<file path="src/rtl/canny_seq_ctrl.sv">
// Frame sequencer for the edge-detection datapath: counts load beats into the pixel
// buffer, then scans every 3x3 window centre once per stage with a drain gap between stages.
module canny_seq_ctrl #(
    parameter int IMG_W      = 20,
    parameter int IMG_H      = 20,
    parameter int PIX_PER_BT = 5,
    parameter int N_STAGES   = 4,
    parameter int STAGE_LAT  = 3,
    parameter int AW         = 5
) (
    input  logic          clk,
    input  logic          reset,
    input  logic          load_end,
    output logic          buf_wr_en,
    output logic [AW-1:0] buf_wr_row,
    output logic [AW-1:0] buf_wr_col,
    output logic [1:0]    stage_sel,
    output logic          win_valid,
    output logic [AW-1:0] win_row,
    output logic [AW-1:0] win_col,
    output logic          readable,
    output logic          done,
    output logic          load_err
);

    localparam int DW = (STAGE_LAT > 1) ? $clog2(STAGE_LAT) : 1;

    typedef enum logic [1:0] {
        ST_LOAD  = 2'd0,
        ST_SCAN  = 2'd1,
        ST_DRAIN = 2'd2,
        ST_DONE  = 2'd3
    } state_t;

    state_t               state_r, state_s;
    logic                 wr_en_r, wr_en_s;
    logic [AW-1:0]        wr_row_r, wr_row_s;
    logic [AW-1:0]        wr_col_r, wr_col_s;
    logic [1:0]           stage_r, stage_s;
    logic                 win_vld_r, win_vld_s;
    logic [AW-1:0]        win_row_r, win_row_s;
    logic [AW-1:0]        win_col_r, win_col_s;
    logic [DW-1:0]        drain_cnt_r, drain_cnt_s;
    logic                 done_r, done_s;
    logic                 load_err_r, load_err_s;
    logic [STAGE_LAT-1:0] rd_sr_r;
    logic                 rd_in_s;
    logic                 last_beat_s;
    logic                 last_stage_s;

    assign last_beat_s  = (wr_row_r == AW'(IMG_H - 1)) && (wr_col_r == AW'(IMG_W - PIX_PER_BT));
    assign last_stage_s = (stage_r == 2'(N_STAGES - 1));
    // Only final-stage windows produce an edge_out worth reading.
    assign rd_in_s      = win_vld_r && last_stage_s;

    assign buf_wr_en  = wr_en_r;
    assign buf_wr_row = wr_row_r;
    assign buf_wr_col = wr_col_r;
    assign stage_sel  = stage_r;
    assign win_valid  = win_vld_r;
    assign win_row    = win_row_r;
    assign win_col    = win_col_r;
    assign readable   = rd_sr_r[STAGE_LAT-1];
    assign done       = done_r;
    assign load_err   = load_err_r;

    // Next-state and next-output decode; every output is taken from a flop.
    always_comb begin
        state_s     = state_r;
        wr_en_s     = wr_en_r;
        wr_row_s    = wr_row_r;
        wr_col_s    = wr_col_r;
        stage_s     = stage_r;
        win_vld_s   = win_vld_r;
        win_row_s   = win_row_r;
        win_col_s   = win_col_r;
        drain_cnt_s = drain_cnt_r;
        done_s      = done_r;
        load_err_s  = load_err_r;
        case (state_r)
            ST_LOAD: begin
                // The write strobe is low only in the first cycle after reset; beat 0 follows.
                if (!wr_en_r) begin
                    wr_en_s  = 1'b1;
                    wr_row_s = {AW{1'b0}};
                    wr_col_s = {AW{1'b0}};
                end else if (load_end || last_beat_s) begin
                    state_s   = ST_SCAN;
                    wr_en_s   = 1'b0;
                    wr_row_s  = {AW{1'b0}};
                    wr_col_s  = {AW{1'b0}};
                    win_vld_s = 1'b1;
                    win_row_s = AW'(1);
                    win_col_s = AW'(1);
                    if (!(load_end && last_beat_s)) begin
                        load_err_s = 1'b1;
                    end else begin
                        load_err_s = load_err_r;
                    end
                end else begin
                    wr_en_s = 1'b1;
                    if (wr_col_r == AW'(IMG_W - PIX_PER_BT)) begin
                        wr_col_s = {AW{1'b0}};
                        wr_row_s = wr_row_r + AW'(1);
                    end else begin
                        wr_col_s = wr_col_r + AW'(PIX_PER_BT);
                        wr_row_s = wr_row_r;
                    end
                end
            end
            ST_SCAN: begin
                if (win_col_r == AW'(IMG_W - 2)) begin
                    if (win_row_r == AW'(IMG_H - 2)) begin
                        state_s     = ST_DRAIN;
                        win_vld_s   = 1'b0;
                        win_row_s   = {AW{1'b0}};
                        win_col_s   = {AW{1'b0}};
                        drain_cnt_s = {DW{1'b0}};
                    end else begin
                        win_row_s = win_row_r + AW'(1);
                        win_col_s = AW'(1);
                    end
                end else begin
                    win_col_s = win_col_r + AW'(1);
                end
            end
            ST_DRAIN: begin
                if (drain_cnt_r == DW'(STAGE_LAT - 1)) begin
                    drain_cnt_s = {DW{1'b0}};
                    if (last_stage_s) begin
                        state_s = ST_DONE;
                        done_s  = 1'b1;
                    end else begin
                        state_s   = ST_SCAN;
                        stage_s   = stage_r + 2'd1;
                        win_vld_s = 1'b1;
                        win_row_s = AW'(1);
                        win_col_s = AW'(1);
                    end
                end else begin
                    drain_cnt_s = drain_cnt_r + DW'(1);
                end
            end
            ST_DONE: begin
                done_s    = 1'b1;
                wr_en_s   = 1'b0;
                win_vld_s = 1'b0;
            end
            default: begin
                state_s = ST_LOAD;
            end
        endcase
    end

    // State, counter and output registers.
    always_ff @(posedge clk or negedge reset) begin
        if (!reset) begin
            state_r     <= ST_LOAD;
            wr_en_r     <= 1'b0;
            wr_row_r    <= {AW{1'b0}};
            wr_col_r    <= {AW{1'b0}};
            stage_r     <= 2'd0;
            win_vld_r   <= 1'b0;
            win_row_r   <= {AW{1'b0}};
            win_col_r   <= {AW{1'b0}};
            drain_cnt_r <= {DW{1'b0}};
            done_r      <= 1'b0;
            load_err_r  <= 1'b0;
        end else begin
            state_r     <= state_s;
            wr_en_r     <= wr_en_s;
            wr_row_r    <= wr_row_s;
            wr_col_r    <= wr_col_s;
            stage_r     <= stage_s;
            win_vld_r   <= win_vld_s;
            win_row_r   <= win_row_s;
            win_col_r   <= win_col_s;
            drain_cnt_r <= drain_cnt_s;
            done_r      <= done_s;
            load_err_r  <= load_err_s;
        end
    end

    // Delay line matching the datapath latency from window issue to result.
    always_ff @(posedge clk or negedge reset) begin
        if (!reset) begin
            rd_sr_r <= {STAGE_LAT{1'b0}};
        end else begin
            rd_sr_r[0] <= rd_in_s;
            for (int i = 1; i < STAGE_LAT; i++) begin
                rd_sr_r[i] <= rd_sr_r[i-1];
            end
        end
    end

endmodule

</file>
<file path="config.mk">
export PLATFORM = sky130hd
export DESIGN_NAME = canny_seq_ctrl
export DESIGN_NICKNAME = d
export VERILOG_FILES = /design/src/rtl/canny_seq_ctrl.sv
export SDC_FILE = /design/constraint.sdc
export NUM_CORES = 1
export LEC_CHECK = 0
export ABC_AREA = 1
export BUFFER_PORTS_ARGS = -buffer_cell sky130_fd_sc_hd__buf_2
export CAP_MARGIN = 20
export CELL_PAD_IN_SITES_DETAIL_PLACEMENT = 1
export CELL_PAD_IN_SITES_GLOBAL_PLACEMENT = 2
export CORE_ASPECT_RATIO = 0.75
export CORE_MARGIN = 2
export CORE_UTILIZATION = 28
export DETAILED_ROUTE_END_ITERATION = 12
export PLACE_DENSITY_LB_ADDON = 0.1
export SYNTH_ARGS = -nofsm -noshare
export SYNTH_HDL_FRONTEND = slang
export SYNTH_SLANG_ARGS = --single-unit
</file>
<file path="constraint.sdc">
create_clock -name clk -period 1.6 [get_ports clk]
set_input_delay 0.16 -clock clk [delete_from_list [all_inputs] [get_ports clk]]
set_output_delay 0.16 -clock clk [all_outputs]
set_load 0.01 [all_outputs]
</file>
Word level (Yosys, flattened, before mapping)
Cells that the tools add are included.
{"block": "classes", "n_addsub": 6, "multipliers": 0, "div_mod_pow": 0, "n_lt_le_gt_ge": 0, "eq_ne": 17, "shift": 0, "n_mux": 40, "bitwise_logic": 2, "reduce_logical": 18}
{"cell": "two-way mux 5 bit", "count": 13}
{"cell": "case mux 5 bit (3 select lines)", "count": 2}
{"cell": "two-way mux 2 bit", "count": 9}
{"cell": "AND reduction 6 bit", "count": 3}
{"cell": "adder 5 x 1 -> 5 bit (second input constant)", "count": 3}
{"cell": "equality test 5 bit (second input constant)", "count": 3}
{"cell": "!= test 2 bit (second input constant)", "count": 7}
{"cell": "two-way mux 1 bit", "count": 11}
{"cell": "AND reduction 3 bit", "count": 3}
{"cell": "equality test 2 bit (second input constant)", "count": 4}
{"cell": "case mux 2 bit (3 select lines)", "count": 1}
{"cell": "nonzero test 2 bit", "count": 3}
{"cell": "adder 5 x 3 -> 5 bit (second input constant)", "count": 1}
{"cell": "equality test 5 x 4 -> 1 bit (second input constant)", "count": 1}
{"cell": "AND reduction 5 bit", "count": 1}
{"cell": "adder 2 x 1 -> 2 bit (second input constant)", "count": 2}
{"cell": "case mux 1 bit (2 select lines)", "count": 2}
{"cell": "case mux 1 bit (4 select lines)", "count": 1}
{"cell": "case mux 2 bit (2 select lines)", "count": 1}
{"cell": "AND reduction 4 bit", "count": 1}
{"cell": "logical AND 1 bit", "count": 3}
{"cell": "!= test 3 x 1 -> 1 bit (second input constant)", "count": 1}
{"cell": "nonzero test 3 bit", "count": 1}
{"cell": "equality test 2 x 1 -> 1 bit (second input constant)", "count": 1}
{"cell": "other kinds (4)", "count": 5}
{"block": "word_totals", "reg_bits": 33, "latch_bits": 0, "ram_bits": 0, "romBits": 0, "inputBits": 3, "elab_cells": 95, "mem_count": 0}

Longest topological paths before layout
Gate-level depths: netlist of the first run.
{"block": "depth", "ltp_word": 6, "mapped_depth": 11, "ltp_nobuf": 11}

Least setup slack after synthesis of the first run
OpenSTA, ideal clock, no wires.
{"block": "synth_path", "kind": "reg2reg", "start": "register state_r[0]", "end": "register win_row_r[2], in the netlist win_row[2]", "setup_time_ps": 117, "arrival_time_ps": 1353, "t_required_ps": 1483, "slack_ps": 129, "path_stages_with_launch": 9, "path_cell_list": "dfrtp_1 inv_1 ha_1 nand2_1 nand3_1 nor2_4 nand3_2 nand2_1 nand2_1"}
{"block": "synth_via", "elab_chain_len": 3}
{"element": "start, declared", "line": "35", "text": "state_t state_r, state_s;"}
{"element": "start signal, assigned", "line": "170", "text": "state_r <= state_s;"}
{"element": "equality test 2 bit, or another cell as far along", "line": "80", "text": "case (state_r)"}
{"element": "!= test 2 bit (no line) or nonzero test 3 bit (tied branches)"}
{"element": "AND reduction 6 bit (no line)"}
{"element": "end signal, assigned", "line": "164", "text": "win_row_r <= {AW{1'b0}};"}
{"element": "end signal, assigned", "line": "176", "text": "win_row_r <= win_row_s;"}
{"element": "end, declared", "line": "41", "text": "logic [AW-1:0] win_row_r, win_row_s;"}
Parallel ways exist; a longest one is shown, timed or not.
A chain may end at the register's enable or synchronous reset.

Final worst setup path of the first run
{"block": "layout_path", "start": "register win_col_r[0], in the netlist win_col[0]", "end": "register state_r[1]"}
{"block": "layout_via", "elab_chain_len": 3}
{"element": "start, declared", "line": "42", "text": "logic [AW-1:0] win_col_r, win_col_s;"}
{"element": "start signal, assigned", "line": "165", "text": "win_col_r <= {AW{1'b0}};"}
{"element": "start signal, assigned", "line": "177", "text": "win_col_r <= win_col_s;"}
{"element": "equality test 5 bit", "line": "112", "text": "if (win_col_r == AW'(IMG_W - 2)) begin"}
{"element": "!= test 2 bit (no line)"}
{"element": "AND reduction 6 bit (no line)"}
Every way passes these cells.

==> results.py, run 1 <==
metrics = {
    "layout": {
        "areaGrowthSynthToFinish_pct": 33.8,
        "drive_above_1_share": 0.346,
        "fin_area_mm2": 0.00254,
        "n_antenna_cell": 0,
        "layout.nets": 312,
    },
    "global_route": {
        "antenna_found_initial": 0,
        "grt_util_all_layers": 0.151,
        "grt_max_degree": 34,
        "grt_pass1_vias": 1691,
        "grt_pass1_wl_um": 8690,
        "grt_overflow": 0,
    },
    "worst_setup_path": {
        "cp-end-kind": "flip-flop",
        "crit_chain": "inv_1 -> ha_1 -> nand2_1 -> inv_1 -> nand2_2 -> nand2_2 -> nand2_2 -> nor2_4 -> nand3_1 -> nand2_1 -> nand2_1",
        "critPathSlowestCell": "dfrtp_1",
        "cp-start-kind": "flip-flop",
        "crit_path_max_fanout": 3,
        "worst_path_largest_cell_delay_ns": 0.38,
        "required_ns": 1.78,
        "worstPathArrival_ns": 1.70,
        "r2r_cells": 11,
        "crit_type": "flip-flop to flip-flop",
    },
    "floorplanning": {
        "die-area_mm2": 0.00746,
        "ios": 30,
        "start_util": 0.295,
        "coreArea_mm2": 0.00644,
        "die_y_um": 75.3,
        "die_x_um": 99.1,
        "num_rows": 25,
    },
    "timing": {
        "hold_violations": 0,
        "grt_setup_unrepaired": "true",
        "period_needed_ns": 1.53,
        "setup_viol": 0,
        "worstMarginPinSlew_ns": 0.448,
        "fmax_ghz": 0.655,
        "fin_crit_sh": 0.955,
        "slew_headroom": 0.701,
        "clock_skew_ns": 0.00384,
        "finalMaxSlewViolations": 0,
    },
    "job": {
        "drv_cap": 0,
    },
    "power_and_ir_drop": {
        "finalPower_w": 0.00443,
        "cellPowerDensity_mw_per_mm2": 1740,
        "ir_drop_uv": 476,
        "p_leak_nw": 1.40,
    },
    "synth": {
        "ys_types": 26,
        "syn_area_mm2": 0.00190,
        "ys_ff_latch": 33,
        "synth_flop_cell": "dfrtp_1",
        "synth_top_area_share": 0.435,
        "ys_seq_area_frac": 0.435,
        "synthCells": 231,
        "synth-edff-count": 0,
        "yosys.area.top_type": "dfrtp_1",
        "syn_area_per_cell_um2": 8.22,
        "yosys.cell_count.top_type": "nand2_1",
        "synth_common_cells": "nand2_1, dfrtp_1, nand3_1",
        "yosys_warnings": 0,
        "synth_nets": 246,
        "synth_top_cells_by_area": "dfrtp_1, nand2_1, ha_1",
        "async_flop_share": 1.00,
    },
    "min_path": {
        "min_path_type": "input pin to flip-flop",
        "whs_path_depth": 4,
    },
    "routing": {
        "avgViaCountPerCell": 4.47,
        "routedWlPerCell_um": 13.7,
        "drt_iter0_markers": 52,
        "postRouteAntennaNets": 0,
        "dr.pass1.iters": 4,
        "drc": 0,
        "vias": 1696,
        "routed_wl_um": 5210,
    },
    "clock_network": {
        "ctsHtreeMaxLevel": 2,
        "clk_latency_ns": 0.28,
        "cts_made_buffers": 5,
        "clock-sinks": 33,
        "clkTransAtPathRegs_ns": 0.08,
        "clockBufferDepth": 2,
        "cts_tree": "built",
        "cts-root-buf": "clkbuf_8",
    },
    "placement": {
        "port_buffers": 29,
        "place_area_mm2": 0.00236,
        "finalWeightedCongestion": 0.759,
        "dp_hpwl_um": 3870,
    },
    "status": {
        "status": "finished, final reports clean",
    },
}
[repair_timing]
item | CTS | global route
setup buffers | 0 | 1
endpoints found under the hold margin | 33 | 0
resized for setup | 2 | 19
pin swaps | 0 | 3
endpoints found under the setup margin | 14 | 19
hold buffers | 1 | 0
[logic make-up (layout without fill, tap and decap cells)]
logic type,count (synthesis),after routing,share of synthesized area
AOI/OAI and AO/OA,15,15,0.0455
xor gates and xnor gates,13,13,0.0600
and+or+nand+nor,128,128,0.310
muxes,1,1,0.00593
adders and majority gates,12,12,0.0791
buffers and inverters,29,96,0.0639
DFF,33,33,0.435
[layer usage]
metal,track usage,share of wire,vias to the layer above
li1,-,-,863
met1,0.231,0.56,802
met2,0.216,0.39,27
met3,0.0358,0.037,4
met4,0.0320,0.0077,0
met5,0,0,-
[metrics by stage]
stage	cells	setup TNS (ns)	utilization	hold slack, ns	setup slack (ns)
global route	379	-0.0376	0.394	0.349	-0.0209
CTS	378	-0.113	0.383	0.302	-0.0237
global placement	369	-0.315	0.367	0.230	-0.0585
floorplan	231	0	-	-0.136	0.129
finish	379	0	0.394	0.295	0.0728
detailed placement	369	-0.391	0.367	0.225	-0.0662
[worst paths after layout]
| kind | end | startpoint | slack, ns |
|---|---|---|---|
| max in group asynchronous | state_r[1] | reset | 0.82 |
| setup / recovery | state_r[1] | win_col[0] | 0.07 |
| setup reg to reg | state_r[1] | win_col[0] | 0.07 |
| hold reg to reg | rd_sr_r[2] | rd_sr_r[1] | 0.35 |
| hold / removal | buf_wr_col[1] | load_end | 0.30 |
| min in group asynchronous | buf_wr_col[4] | reset | 0.43 |
[area by class of cell]
cell class | count | area [um2]
inverters | 27 | 104
clock inverters | 3 | 17.5
multi-input cells | 169 | 1020
flip-flops and latches | 33 | 828
well taps | 81 | 101
clock buffers | 5 | 68.8
fillers | 787 | 3900
repair buffers | 61 | 400
[report_power, final]
| part | internal (W) | switching, W | leakage [nW] |
|---|---|---|---|
| clock network | 0.000301 | 0.000340 | 0.0439 |
| logic | 0.00105 | 0.00145 | 0.923 |
| registers | 0.00107 | 0.000216 | 0.428 |
| total | 0.00243 | 0.00201 | 1.40 |
[placed cells by master (no fill, tap or decap), types with 2 or more instances in the layout]
cell	count
nand3_1	25
nand2_1	60
nand3_2	5
nand2_2	6
ha_4	2
clkbuf_8	5
buf_2	29
a21oi_1	2
ha_1	8
nand2_4	4
o21ai_0	6
inv_1	20
ha_2	2
dfrtp_2	2
xnor2_1	3
clkinv_2	2
nor2_4	3
buf_4	30
nor2_1	22
xor2_1	10
inv_2	6
o211ai_1	2
dfrtp_1	31
[registers in the layout (all words and copies together) (netlist names)]
signal	count
buf_wr_col	5
buf_wr_en	1
buf_wr_row	5
done	1
drain_cnt_r	2
load_err	1
rd_sr_r	3
stage_sel	2
state_r	2
win_col	5
win_row	5
win_valid	1
[critical path: cells and delay by family, from the launching register on]
family                   cells  cell delay, ns
adder cells (fa/ha/maj)      1            0.13
buffers and inverters        2            0.16
flip-flops                   1            0.38
AND/OR/NAND/NOR              8            0.74
(Power assumes the default switching activity.)
==> inputs of run 2 (changes only) <==
--- a/config.mk
+++ b/config.mk
@@ -5,7 +5,6 @@
 export SDC_FILE = /design/constraint.sdc
 export NUM_CORES = 1
 export LEC_CHECK = 0
-export ABC_AREA = 1
 export BUFFER_PORTS_ARGS = -buffer_cell sky130_fd_sc_hd__buf_2
 export CAP_MARGIN = 20
 export CELL_PAD_IN_SITES_DETAIL_PLACEMENT = 1
@@ -15,6 +14,7 @@
 export CORE_UTILIZATION = 28
 export DETAILED_ROUTE_END_ITERATION = 12
 export PLACE_DENSITY_LB_ADDON = 0.1
+export SKIP_LAST_GASP = 1
 export SYNTH_ARGS = -nofsm -noshare
 export SYNTH_HDL_FRONTEND = slang
 export SYNTH_SLANG_ARGS = --single-unit
==> constraint.sdc (replaced) <==
create_clock -name clk -period 1.6 [get_ports clk]
set_input_delay 0.16 -clock clk [delete_from_list [all_inputs] [get_ports clk]]
set_output_delay 0.16 -clock clk [all_outputs]
set_load 0.05 [all_outputs]
==> run 2 against run 1 <==
- the flow now finishes with violations (negative setup slack)
- via count increased by 4.7%
- clock-buffer cell count increased by 1
- synthesized cell count decreased by 20%
- power decreased by 67%
- global-route usage increased by 0.94 points
- non-clock buffer count increased by 37
- critical path type unchanged
- largest power group is now registers
==> results.py, run 2 <==
metrics = {
    "status": {
        "status": "complete, but fails checks",
        "failed_checks": "negative setup slack",
    },
    "timing": {
        "setup_slack_ns": -0.296,
        "setup_viol": 16,
        "slew_headroom": 0.707,
        "fmax_ghz": 0.527,
        "hold_violations": 0,
        "grt_setup_unrepaired": "true",
        "fin_crit_sh": 1.19,
        "whs_ns": 0.288,
        "worstMarginPinSlew_ns": 0.439,
        "fin_setup_tns_ns": -3.07,
        "finalMaxSlewViolations": 0,
        "clock_skew_ns": 0.00792,
        "period_needed_ns": 1.90,
    },
    "clock_network": {
        "ctsHtreeMaxLevel": 2,
        "clock-sinks": 33,
        "clockBufferDepth": 2,
        "clkTransAtPathRegs_ns": 0.07,
        "cts_made_buffers": 5,
        "cts_tree": "built",
        "clk_latency_ns": 0.28,
        "cts-root-buf": "clkbuf_8",
    },
    "layout": {
        "fin_area_mm2": 0.00289,
        "final_common_cell": "buf_4",
        "layout.nets": 300,
        "layout_common_cells": "buf_4, buf_2, dfrtp_1",
        "drive_above_1_share": 0.549,
        "n_antenna_cell": 0,
        "areaGrowthSynthToFinish_pct": 57.5,
    },
    "placement": {
        "finalWeightedCongestion": 0.845,
        "place_ws_ns": -0.325,
        "dp_hpwl_um": 4130,
        "place_area_mm2": 0.00256,
        "port_buffers": 29,
    },
    "floorplanning": {
        "die-area_mm2": 0.00722,
        "die_y_um": 74.1,
        "die_x_um": 97.5,
        "ios": 30,
        "start_util": 0.290,
        "num_rows": 25,
        "coreArea_mm2": 0.00632,
    },
    "min_path": {
        "whs_path_depth": 4,
        "min_path_type": "input pin to flip-flop",
    },
    "routing": {
        "highest_layer": "met4",
        "routedWlPerCell_um": 14.9,
        "drc": 0,
        "routed_wl_um": 5470,
        "avgViaCountPerCell": 4.84,
        "route.met2.wl_um": 2650,
        "drt_iter0_markers": 34,
        "postRouteAntennaNets": 0,
        "vias": 1775,
        "dr.pass1.iters": 4,
        "dr_wl_met3_um": 155,
        "m1WireLength_um": 2620,
    },
    "global_route": {
        "grt_util_all_layers": 0.160,
        "grt_pass1_wl_um": 9160,
        "grt_pass1_vias": 1845,
        "grt_max_degree": 34,
        "antenna_found_initial": 0,
        "grt_overflow": 0,
    },
    "synth": {
        "yosys.cell_count.top_type": "dfrtp_1",
        "synth_top_area_share": 0.450,
        "synth_top_cells_by_area": "dfrtp_1, ha_1, o21ai_0",
        "ys_seq_area_frac": 0.450,
        "yosys.area.top_type": "dfrtp_1",
        "syn_area_mm2": 0.00183,
        "synth_flop_cell": "dfrtp_1",
        "syn_area_per_cell_um2": 9.97,
        "ys_types": 41,
        "yosys_warnings": 0,
        "synth_nets": 199,
        "ys_ff_latch": 33,
        "async_flop_share": 1.00,
        "synth-edff-count": 0,
        "synthCells": 184,
        "synth_common_cells": "dfrtp_1, o21ai_0, nand2_1",
    },
    "worst_setup_path": {
        "required_ns": 1.82,
        "crit_chain": "inv_2 -> ha_4 -> a22o_1 -> or3_4 -> or4_1 -> nand2_1",
        "crit_path_max_fanout": 7,
        "critPathSlowestCell": "dfrtp_1",
        "worst_path_largest_cell_delay_ns": 0.42,
        "crit_type": "flip-flop to flip-flop",
        "r2r_cells": 6,
        "worstPathArrival_ns": 2.12,
        "cp-start-kind": "flip-flop",
        "cp-end-kind": "flip-flop",
    },
    "power_and_ir_drop": {
        "cellPowerDensity_mw_per_mm2": 509,
        "p_leak_nw": 1.35,
        "finalPower_w": 0.00147,
        "ir_drop_uv": 239,
    },
    "job": {
        "drv_cap": 0,
    },
}
==> run 2: cell types whose count changed in the layout (fill, tap and decap cells not counted), moves of 7 or more <==
cell | previous run | this run
buf_6 | 0 | 7
buf_4 | 30 | 61
xor2_1 | 10 | 1
dfrtp_2 | 2 | 14
dfrtp_1 | 31 | 19
nand3_1 | 25 | 10
inv_1 | 20 | 10
nand2_1 | 60 | 14
nor2_1 | 22 | 7
==> run 2: final timing paths <==
check                      slack [ns]       start             to
setup / recovery                -0.30  state_r[1]     win_col[3]
hold / removal                   0.29    load_end  buf_wr_row[4]
setup reg to reg                -0.30  state_r[1]     win_col[3]
hold reg to reg                  0.36  rd_sr_r[0]     rd_sr_r[1]
max in group asynchronous        0.82       reset     win_row[0]
min in group asynchronous        0.43       reset  buf_wr_row[1]
==> run 2: timing repair <==
action,in CTS,in global routing
hold endpoints to repair,33,0
buffers inserted,3,6
hold buffers,1,0
pin swaps,6,7
endpoints found under the setup margin,19,22
resized for setup,19,28
==> run 2: per-stage QoR <==
step | util | instances
after floorplan | - | 184
after global placement | 0.405 | 350
after detailed placement | 0.405 | 350
after CTS | 0.434 | 362
after global routing | 0.457 | 367
final | 0.457 | 367
==> run 2: kinds of logic after synthesis <==
kind of cell,synth area share
flops,0.450
fa+ha+maj,0.0819
buf+inv,0.0389
xor+xnor,0.00955
mux,0.0396
compound gates,0.177
simple gates,0.203
==> run 2: where the power goes <==
| group | switching, W | internal (W) | total, W |
|---|---|---|---|
| Combinational | 0.0000192 | 0.00000628 | 0.0000255 |
| Clock | 0.000311 | 0.000302 | 0.000612 |
| Sequential | 0 | 0.000834 | 0.000834 |
| Total | 0.000330 | 0.00114 | 0.00147 |
==> run 2: per-layer routing <==
| metal | vias to the layer above | global-route usage |
|---|---|---|
| met4 | 0 | 0.0432 |
| met1 | 882 | 0.213 |
| met5 | - | 0 |
| met2 | 19 | 0.268 |
| met3 | 5 | 0.0367 |
| li1 | 869 | - |
==> run 2: final cells by class <==
cell class	instances	area [um2]
timing repair buffer	98	692
inverter	13	48.8
clock inverter	2	10.0
sequential	33	843
multi-input combinational	134	1120
tap	81	101
clock buffer	6	72.6
fill	738	3430
==> run 2: worst max-delay path: cells and delay by family (launching register included) <==
family	cells	cell delay (ns)
compound gates	1	0.26
fa+ha+maj	1	0.16
flops	1	0.42
simple gates	3	0.90
buf+inv	1	0.08
==> inputs of run 3 (changes only) <==
--- a/config.mk
+++ b/config.mk
@@ -13,7 +13,7 @@
 export CORE_MARGIN = 2
 export CORE_UTILIZATION = 28
 export DETAILED_ROUTE_END_ITERATION = 12
-export PLACE_DENSITY_LB_ADDON = 0.1
+export PLACE_DENSITY_LB_ADDON = 0.12
 export SKIP_LAST_GASP = 1
 export SYNTH_ARGS = -nofsm -noshare
 export SYNTH_HDL_FRONTEND = slang
==> run 3 against run 2 <==
- the run still ends with negative setup slack left
- routed wire length is 3.6% higher
- critical path depth stayed put
- via count is 0.51% lower
- sequential cell count stayed put
- combinational power is 18% higher
- final cell count stayed put
- highest routed layer unchanged
==> results.py, run 3 (synthesis results as in run 2) <==
metrics = {
    "job": {
        "drv_cap": 0,
    },
    "routing": {
        "dr.pass1.iters": 3,
        "drc": 0,
        "drt_iter0_markers": 40,
        "routedWlPerCell_um": 15.4,
        "routed_wl_um": 5670,
        "postRouteAntennaNets": 0,
        "vias": 1766,
        "avgViaCountPerCell": 4.81,
    },
    "clock_network": {
        "clkTransAtPathRegs_ns": 0.08,
        "cts_made_buffers": 5,
        "cts_tree": "built",
        "clk_latency_ns": 0.29,
        "clock-sinks": 33,
        "cts-root-buf": "clkbuf_8",
        "clockBufferDepth": 2,
        "ctsHtreeMaxLevel": 2,
    },
    "min_path": {
        "min_path_type": "input pin to flip-flop",
    },
    "layout": {
        "final_common_cell": "buf_4",
        "fin_cells": 367,
        "layout.nets": 300,
        "fin_util": 0.464,
        "n_antenna_cell": 0,
        "layout_common_cells": "buf_4, buf_2, dfrtp_1",
        "areaGrowthSynthToFinish_pct": 59.7,
        "drive_above_1_share": 0.580,
    },
    "worst_setup_path": {
        "cp-start-kind": "flip-flop",
        "cp-end-kind": "flip-flop",
        "reg2reg_slack_ns": -0.27,
        "worstPathArrival_ns": 2.11,
        "crit_type": "flip-flop to flip-flop",
        "r2r-start": "buf_wr_row[0]",
        "r2r-end": "win_col[3]",
        "cp-startpoint": "buf_wr_row[0]",
        "required_ns": 1.84,
        "r2r_cells": 6,
        "crit_path_max_fanout": 7,
        "timing.critical_path.to": "win_col[3]",
    },
    "placement": {
        "finalWeightedCongestion": 0.862,
        "dp_hpwl_um": 4280,
        "place_ws_ns": -0.347,
        "port_buffers": 29,
        "dpl.cell_count": 351,
    },
    "global_route": {
        "grt_pass1_wl_um": 9600,
        "grt_overflow": 0,
        "grt_util_all_layers": 0.167,
        "grt_pass1_vias": 1928,
        "grt_max_degree": 19,
        "antenna_found_initial": 0,
    },
    "timing": {
        "fin_crit_sh": 1.17,
        "hold_violations": 0,
        "fmax_ghz": 0.535,
        "period_needed_ns": 1.87,
        "fin_setup_tns_ns": -2.42,
        "worstMarginPinSlew_ns": 0.403,
        "slew_headroom": 0.731,
        "setup_viol": 18,
        "clock_skew_ns": 0.00998,
        "finalMaxSlewViolations": 0,
        "setup_slack_ns": -0.270,
        "grt_setup_unrepaired": "true",
    },
    "floorplanning": {
        "die-area_mm2": 0.00722,
        "ios": 30,
        "die_y_um": 74.1,
        "num_rows": 25,
        "start_util": 0.290,
        "coreArea_mm2": 0.00632,
        "die_x_um": 97.5,
    },
    "power_and_ir_drop": {
        "finalPower_w": 0.00150,
        "cellPowerDensity_mw_per_mm2": 511,
        "p_leak_nw": 1.38,
        "ir_drop_uv": 271,
    },
    "status": {
        "failed_checks": "negative setup slack",
        "status": "complete, but fails checks",
    },
}
==> run 3: cell types whose count changed in the layout (fill, tap and decap cells not counted), moves of 2 or more <==
cell	previous run	this run
o21ai_2	4	7
nand2_2	2	5
nand2_1	14	10
o21ai_1	7	5
buf_6	7	5
==> run 3: worst min-delay path by stage <==
stage / cells after the start / slack, ns / from / endpoint
2_1_floorplan: 0 / -0.14 / reset / buf_wr_col[0]
3_3_place_gp: 1 / 0.11 / reset / state_r[0]
3_5_place_dp: 1 / 0.11 / reset / buf_wr_row[0]
4_1_cts: 3 / 0.28 / load_end / buf_wr_en
5_1_grt: 4 / 0.29 / load_end / buf_wr_row[3]
6_report: 4 / 0.26 / load_end / buf_wr_row[3]
==> run 3: critical path, stage by stage (launching register included) <==
cell	delay [ns]
dfrtp_2	0.39
ha_4	0.16
nand4bb_4	0.13
o211a_1	0.26
or3_4	0.38
or4_4	0.43
nand2_2	0.07
==> run 3: stage by stage <==
step	instance area [um2]	hold slack, ns
after global routing	2930	0.292
after detailed placement	2580	0.113
final	2930	0.258
after floorplan	1890	-0.136
after global placement	2580	0.107
after CTS	2810	0.283
==> run 3: power by group <==
group          internal [W]  total [W]  switching (W)
combinational    0.00000953  0.0000301      0.0000206
clock              0.000302   0.000635       0.000333
sequential         0.000833   0.000833              0
==> run 3: repair_timing <==
item                                   CTS  global route
hold buffers                             1             0
gates resized for setup                 29            27
endpoints found under the hold margin   15             0
setup endpoints to repair               20            26
gates cloned                             0             0
pin swaps                               10            14
buffers inserted                         4             3
==> run 3: layer usage <==
metal | part of all wire | vias to the layer above | track usage | routed length [um]
met5 | 0 | - | 0 | 0
met1 | 0.47 | 876 | 0.218 | 2690
met3 | 0.033 | 9 | 0.0489 | 187
met4 | 0.011 | 0 | 0.0463 | 63
li1 | - | 860 | - | -
met2 | 0.48 | 21 | 0.276 | 2730
==> run 3: cell type report <==
cell class | instances | area (um2)
fill | 733 | 3390
inverter | 13 | 48.8
clock buffer | 6 | 72.6
timing repair buffer | 98 | 697
tap | 81 | 101
multi-input combinational | 134 | 1160
sequential | 33 | 843
clock inverter | 2 | 10.0
